`src/rtl/mem_arb_pkg.sv`:
```
// Shared types and constants for the cartridge RAM arbiter (mem_arb).
package mem_arb_pkg;

    localparam int unsigned MEM_ADDR_W      = 23;
    localparam int unsigned MEM_ACC_CYC_DEF = 4;
    localparam int unsigned MEM_CNT_W       = 4;

    typedef enum logic [1:0] {
        IDLE = 2'd0,
        SLOT = 2'd1,
        DONE = 2'd2
    } mem_slot_state_e;

    typedef struct packed {
        logic                  we;
        logic [MEM_ADDR_W-2:0] addr;
        logic [15:0]           dati;
        logic                  lbe;
        logic                  ube;
    } mem_req_t;

endpackage

```
`src/rtl/mem_arb_sync.sv`:
```
// Two-flop synchroniser plus rising-edge detector for the CPU request level.
module mem_arb_sync (
    input  logic clk,
    input  logic rst_n,
    input  logic din,
    output logic rise_c
);

    logic [2:0] sh;

    always_ff @(posedge clk or negedge rst_n) begin
        if (!rst_n) begin
            sh <= 3'b000;
        end else begin
            sh <= {sh[1:0], din};
        end
    end

    assign rise_c = sh[1] & ~sh[2];

endmodule

```
`src/rtl/mem_arb.sv`:
```
// Single-port arbiter/sequencer for the 16-bit cartridge RAM (CPU byte path vs DMA word path).
// Define MEM_ARB_FAIR_EN to alternate CPU and DMA grants instead of strict CPU priority.
module mem_arb
    import mem_arb_pkg::*;
#(
    parameter int unsigned ADDR_W  = MEM_ADDR_W,
    parameter int unsigned ACC_CYC = MEM_ACC_CYC_DEF
) (
    input  logic              clk,
    input  logic              rst_n,
    input  logic              cpu_req,
    input  logic              cpu_we,
    input  logic [ADDR_W-1:0] cpu_addr,
    input  logic [7:0]        cpu_dati,
    output logic [7:0]        cpu_dato,
    output logic              cpu_done,
    input  logic              dma_req,
    input  logic              dma_we,
    input  logic [ADDR_W-1:0] dma_addr,
    input  logic [15:0]       dma_dati,
    output logic [15:0]       dma_dato,
    output logic              dma_ack,
    output logic [ADDR_W-2:0] mem_addr,
    output logic [15:0]       mem_dati,
    input  logic [15:0]       mem_dato,
    output logic              mem_ce,
    output logic              mem_oe,
    output logic              mem_we,
    output logic              mem_lbe,
    output logic              mem_ube
);

    localparam logic [MEM_CNT_W-1:0] CNT_LAST = MEM_CNT_W'(ACC_CYC - 1);
    localparam logic [MEM_CNT_W-1:0] CNT_WEND = MEM_CNT_W'(ACC_CYC - 2);

    mem_slot_state_e      state;
    logic [MEM_CNT_W-1:0] cnt;
    logic                 gnt_dma;
    logic                 slot_we;
    logic                 cpu_pend;
    logic                 cpu_we_q;
    logic [ADDR_W-1:0]    cpu_addr_q;
    logic [7:0]           cpu_dati_q;
    logic                 cpu_rise_c;
    logic                 grant_dma_c;
    mem_req_t             cpu_rq_c;
    mem_req_t             dma_rq_c;
    mem_req_t             req_c;
    logic                 unused_dma_lsb;

    assign unused_dma_lsb = dma_addr[0];

    mem_arb_sync u_sync (
        .clk    (clk),
        .rst_n  (rst_n),
        .din    (cpu_req),
        .rise_c (cpu_rise_c)
    );

`ifdef MEM_ARB_FAIR_EN
    logic dma_turn;

    // After a CPU slot with DMA waiting, the next grant belongs to DMA.
    always_ff @(posedge clk or negedge rst_n) begin
        if (!rst_n) begin
            dma_turn <= 1'b0;
        end else if (state == IDLE && grant_dma_c) begin
            dma_turn <= 1'b0;
        end else if (state == DONE && !gnt_dma && dma_req) begin
            dma_turn <= 1'b1;
        end
    end

    assign grant_dma_c = dma_req && (dma_turn || !cpu_pend);
`else
    assign grant_dma_c = dma_req && !cpu_pend;
`endif

    // CPU writes put the byte on both halves; the lane enable picks the target.
    assign cpu_rq_c = '{we:   cpu_we_q,
                        addr: (MEM_ADDR_W-1)'(cpu_addr_q[ADDR_W-1:1]),
                        dati: {cpu_dati_q, cpu_dati_q},
                        lbe:  !cpu_addr_q[0],
                        ube:  cpu_addr_q[0]};

    assign dma_rq_c = '{we:   dma_we,
                        addr: (MEM_ADDR_W-1)'(dma_addr[ADDR_W-1:1]),
                        dati: dma_dati,
                        lbe:  1'b1,
                        ube:  1'b1};

    assign req_c = grant_dma_c ? dma_rq_c : cpu_rq_c;

    always_ff @(posedge clk or negedge rst_n) begin
        if (!rst_n) begin
            state      <= IDLE;
            cnt        <= '0;
            gnt_dma    <= 1'b0;
            slot_we    <= 1'b0;
            cpu_pend   <= 1'b0;
            cpu_we_q   <= 1'b0;
            cpu_addr_q <= '0;
            cpu_dati_q <= 8'h00;
            cpu_dato   <= 8'hFF;
            cpu_done   <= 1'b0;
            dma_dato   <= 16'hFFFF;
            dma_ack    <= 1'b0;
            mem_addr   <= '0;
            mem_dati   <= 16'h0000;
            mem_ce     <= 1'b0;
            mem_oe     <= 1'b0;
            mem_we     <= 1'b0;
            mem_lbe    <= 1'b0;
            mem_ube    <= 1'b0;
        end else begin
            cpu_done <= 1'b0;
            dma_ack  <= 1'b0;

            // Edges arriving while a CPU access is still pending are dropped.
            if (cpu_rise_c && !cpu_pend) begin
                cpu_pend   <= 1'b1;
                cpu_we_q   <= cpu_we;
                cpu_addr_q <= cpu_addr;
                cpu_dati_q <= cpu_dati;
            end

            case (state)
                IDLE: begin
                    if (cpu_pend || dma_req) begin
                        state    <= SLOT;
                        cnt      <= '0;
                        gnt_dma  <= grant_dma_c;
                        slot_we  <= req_c.we;
                        mem_addr <= (ADDR_W-1)'(req_c.addr);
                        mem_dati <= req_c.dati;
                        mem_ce   <= 1'b1;
                        mem_oe   <= !req_c.we;
                        mem_we   <= 1'b0;
                        mem_lbe  <= req_c.lbe;
                        mem_ube  <= req_c.ube;
                    end
                end
                SLOT: begin
                    cnt    <= cnt + MEM_CNT_W'(1);
                    // First cycle is setup, last cycle is hold.
                    mem_we <= slot_we && (cnt < CNT_WEND);
                    if (cnt == CNT_LAST) begin
                        state   <= DONE;
                        mem_ce  <= 1'b0;
                        mem_oe  <= 1'b0;
                        mem_we  <= 1'b0;
                        mem_lbe <= 1'b0;
                        mem_ube <= 1'b0;
                        if (gnt_dma) begin
                            dma_ack <= 1'b1;
                            if (!slot_we) begin
                                dma_dato <= mem_dato;
                            end
                        end else begin
                            cpu_done <= 1'b1;
                            cpu_pend <= 1'b0;
                            if (!slot_we) begin
                                cpu_dato <= cpu_addr_q[0] ? mem_dato[15:8] : mem_dato[7:0];
                            end
                        end
                    end
                end
                DONE: begin
                    state <= IDLE;
                end
                default: begin
                    state <= IDLE;
                end
            endcase
        end
    end

endmodule
```
`config.mk`:
```
export PLATFORM = sky130hd
export DESIGN_NAME = mem_arb
export DESIGN_NICKNAME = d
export VERILOG_FILES = /design/src/rtl/mem_arb_pkg.sv /design/src/rtl/mem_arb_sync.sv /design/src/rtl/mem_arb.sv
export SDC_FILE = /design/constraint.sdc
export NUM_CORES = 1
export LEC_CHECK = 0
export ABC_AREA = 1
export BUFFER_PORTS_ARGS = -buffer_cell sky130_fd_sc_hd__clkbuf_2
export CORE_MARGIN = 3
export CORE_UTILIZATION = 54
export DETAILED_ROUTE_END_ITERATION = 12
export GPL_TIMING_DRIVEN = 0
export PLACE_DENSITY = 0.84
export SLEW_MARGIN = 40
export SYNTH_ARGS = -nofsm -noshare
export SYNTH_HDL_FRONTEND = slang
export SYNTH_SLANG_ARGS = --single-unit
```
`constraint.sdc`:
```
create_clock -name clk -period 3.58 [get_ports clk]
set_clock_uncertainty 0.05 [all_clocks]
set_input_delay 0.179 -clock clk [delete_from_list [all_inputs] [get_ports clk]]
set_output_delay 0.179 -clock clk [all_outputs]
set_load 0.01 [all_outputs]
```
==> flow_summary.ini <==
[outcome]
status = finished clean

[timing]
slew_violations = 0
finalSetupViolCount = 0
rsz0062_at_grt = no
maxSlewHeadroom_pct = 67.2
max_freq_mhz = 570
tightest_slew_ns = 0.492
post-route-period-util_pct = 49.0
hold_violations = 0
fin_crit_ns = 1.75
hold_slack_ns = 0.102
setup-tns-final_ns = 0

[critical_path]
reg2reg_setup_slack_ns = 1.83
crit_fanout = 10
path_cells = nor2_1, o21ai_4, clkbuf_1, o21ai_0
crit_start = state[0]$_DFFE_PN0P_
critPathArrivalTime_ns = 2.09
cp-end-kind = register
path_class = reg -> reg
critical-path-max-stage-delay_ns = 0.39
r2r-end = mem_addr[10]$_DFFE_PN0P_
critPathCapture = mem_addr[10]$_DFFE_PN0P_
worstSetupStartpointType = register
r2r_cells = 4
regToRegStartpoint = state[0]$_DFFE_PN0P_
critPathSlowestCell = dfrtp_1
worstPathRequired_ns = 3.92

[cells_and_area]
finalInstanceArea_um2 = 7340
syn2layout_area_growth_pct = 49.8
drive_gt1_share_pct = 31.7
final_nets = 912

[synthesis]
syn_inst = 552
ys.flop_type = dfrtp_1
ys_ff_latch = 113
yosysTopAreaCellShare_pct = 45.5
yosysMostFrequentCell = nand2_1
async_flop_share_pct = 100
synth_area_um2 = 4900
synth.area.top_cells = dfrtp_1 45%, nand2_1 13%, dfstp_2 13%, o21ai_0 5.2%, nand3_1 4.0%
ys_seq_area_share_pct = 58.3
synth_cell_types = 31
post-synth-top-area-cell = dfrtp_1
ys_warn_count = 0
synth_common_cells = 176 x nand2_1, 89 x dfrtp_1, 51 x o21ai_0
synth_nets = 645
syn_avg_cell_area_um2 = 8.88
synth-edff-count = 0

[floorplan]
std_cell_rows = 34
die_w_um = 101
core_um2 = 8760
die_h_um = 101
ioPinCount = 161
die-area_um2 = 10300
initial_core_util_pct = 55.9

[power_and_ir_drop]
cellPowerDensity_nw_per_um2 = 885
p_clk_share_pct = 25.4
power_mw = 6.50
pwr-share-seq_pct = 36.4
switching_share_pct = 39.0
worst_ir_drop_vdd_mv = 0.488
leakagePower_nw = 3.89
p_int_mw = 3.96
p_switching_mw = 2.53
share_comb_of_total_power_pct = 38.2

[global_route]
grt_usage_pct = 33.3
grt_use_met3_pct = 7.09
antenna_found_initial = 0
grt_pass1_wl_mm = 26.5
grt_max_degree = 71
grt-busiest-layer = met2
use_met1_pct = 37.5
first_global_vias = 5348
grt_use_met2_pct = 58.2
grt-ovfl-total = 0

[detailed_routing]
antenna_left = 0
vias = 5244
drtIter0Drc = 345
wl_per_cell_um = 17.7
drtPass1Iterations = 5
via_per_inst = 5.57
routed_wl_mm = 16.7
drc = 0

[clock_tree]
clk_pin_slew_worst_paths_ns = 0.06
htreeDepth = 4
clkSinkCount = 113
cts_resized = 0
cts_tree = yes
cts_buffer_depth = 2
numCtsBuffers = 17
insertion_delay_ns = 0.52
cts_root_buffer = clkbuf_8

[placement]
placed_cell_area_um2 = 5860
place_congestion = 0.917
dp_hpwl_mm = 9.05
io_buffers = 158

[worst_hold_path]
hold_class = in -> reg
holdPathStages = 5

[flow_run]
max-cap-violations = 0
## cell type report
cell class | count | area (µm²)
tap | 108 | 135
sequential | 113 | 2860
buffer | 26 | 164
clock inverter | 8 | 71.3
fill | 456 | 1420
clock buffer | 24 | 513
timing repair buffer | 248 | 1720
inverter | 41 | 154
antenna | 1 | 2.50
multi-input combinational | 372 | 1720
## registers in the layout (all words and copies together) (netlist names)
register    count
mem_addr       22
cpu_done        1
cnt             4
dma_dato       16
cpu_pend        1
cpu_dati_q      8
mem_ube         1
gnt_dma         1
state           2
mem_dati       16
dma_ack         1
cpu_addr_q     23
u_sync.sh       3
slot_we         1
mem_lbe         1
mem_oe          1
mem_ce          1
cpu_dato        8
cpu_we_q        1
mem_we          1
## worst max-delay path: cells and delay by family, from the launching register on
kind                   cells  cell delay (ns)
flip-flops                 1             0.39
AND/OR/NAND/NOR            1             0.36
buffers and inverters      1             0.28
AO/OA/AOI/OAI              2             0.54
## layout by cell type (no fill, tap or decap), types with 2 or more instances in the layout
master / synthesis / routed
nand2_4: 2 / 2
nor2_1: 33 / 33
clkbuf_2: 0 / 157
nand3_1: 39 / 39
inv_4: 0 / 2
dfstp_2: 24 / 24
o21ai_2: 8 / 8
clkbuf_8: 0 / 5
clkbuf_1: 2 / 4
buf_2: 14 / 14
inv_2: 2 / 2
dfrtp_1: 89 / 89
buf_6: 4 / 4
or2_2: 9 / 9
nand2_1: 176 / 176
o21ai_0: 51 / 51
inv_1: 39 / 39
a21oi_1: 26 / 26
clkinv_2: 0 / 4
dlygate4sd3_1: 0 / 89
clkbuf_16: 0 / 18
buf_4: 5 / 5
o21ai_1: 15 / 15
## power by group through the flow
stage / clock network, mW / registers (mW) / logic, mW
finish: 1.65 / 2.36 / 2.48
global route: 1.71 / 2.41 / 2.75
CTS: 1.63 / 2.32 / 2.36
detailed placement: 0 / 2.33 / 2.26
global placement: 0 / 2.31 / 2.16
floorplan: 0 / 2.47 / 1.25
## repair_timing
action,in CTS,in global routing
hold buffers,88,1
buffers inserted,0,0
endpoints found under the hold margin,202,1
## cells by family after synthesis
group | Yosys count | share of synthesized area [%]
buf+inv | 67 | 6.49
fa+ha+maj | 1 | 0.255
xor+xnor | 1 | 0.179
simple gates | 266 | 23.2
flops | 113 | 58.3
compound gates | 104 | 11.6
## metrics by stage
step,setup WS (ns),cells,utilization [%]
5_1_grt,1.74,940,83.7
3_3_place_gp,0.771,818,66.5
2_1_floorplan,2.26,552,-
4_1_cts,2.02,939,83.6
3_5_place_dp,2.04,819,66.9
6_report,1.83,941,83.8
## how the worst min path moves through the flow
stage | slack, ns | start | to
3_3_place_gp | 0.24 | cpu_req | u_sync.sh[0]$_DFF_PN0_
3_5_place_dp | 0.09 | rst_n | cpu_done$_DFF_PN0_
2_1_floorplan | -0.17 | rst_n | cnt[0]$_DFFE_PN0P_
4_1_cts | 0.02 | dma_addr[15] | mem_addr[14]$_DFFE_PN0P_
5_1_grt | 0.13 | dma_req | mem_dati[2]$_DFFE_PN0P_
6_report | 0.10 | dma_req | mem_dati[0]$_DFFE_PN0P_
## metal layers
layer,up-vias,wire (µm)
met5,-,0
met4,0,1070
met3,100,1200
met2,346,8590
met1,2487,5840
li1,2311,-
Note: power is estimated with default switching activity, not from simulation.
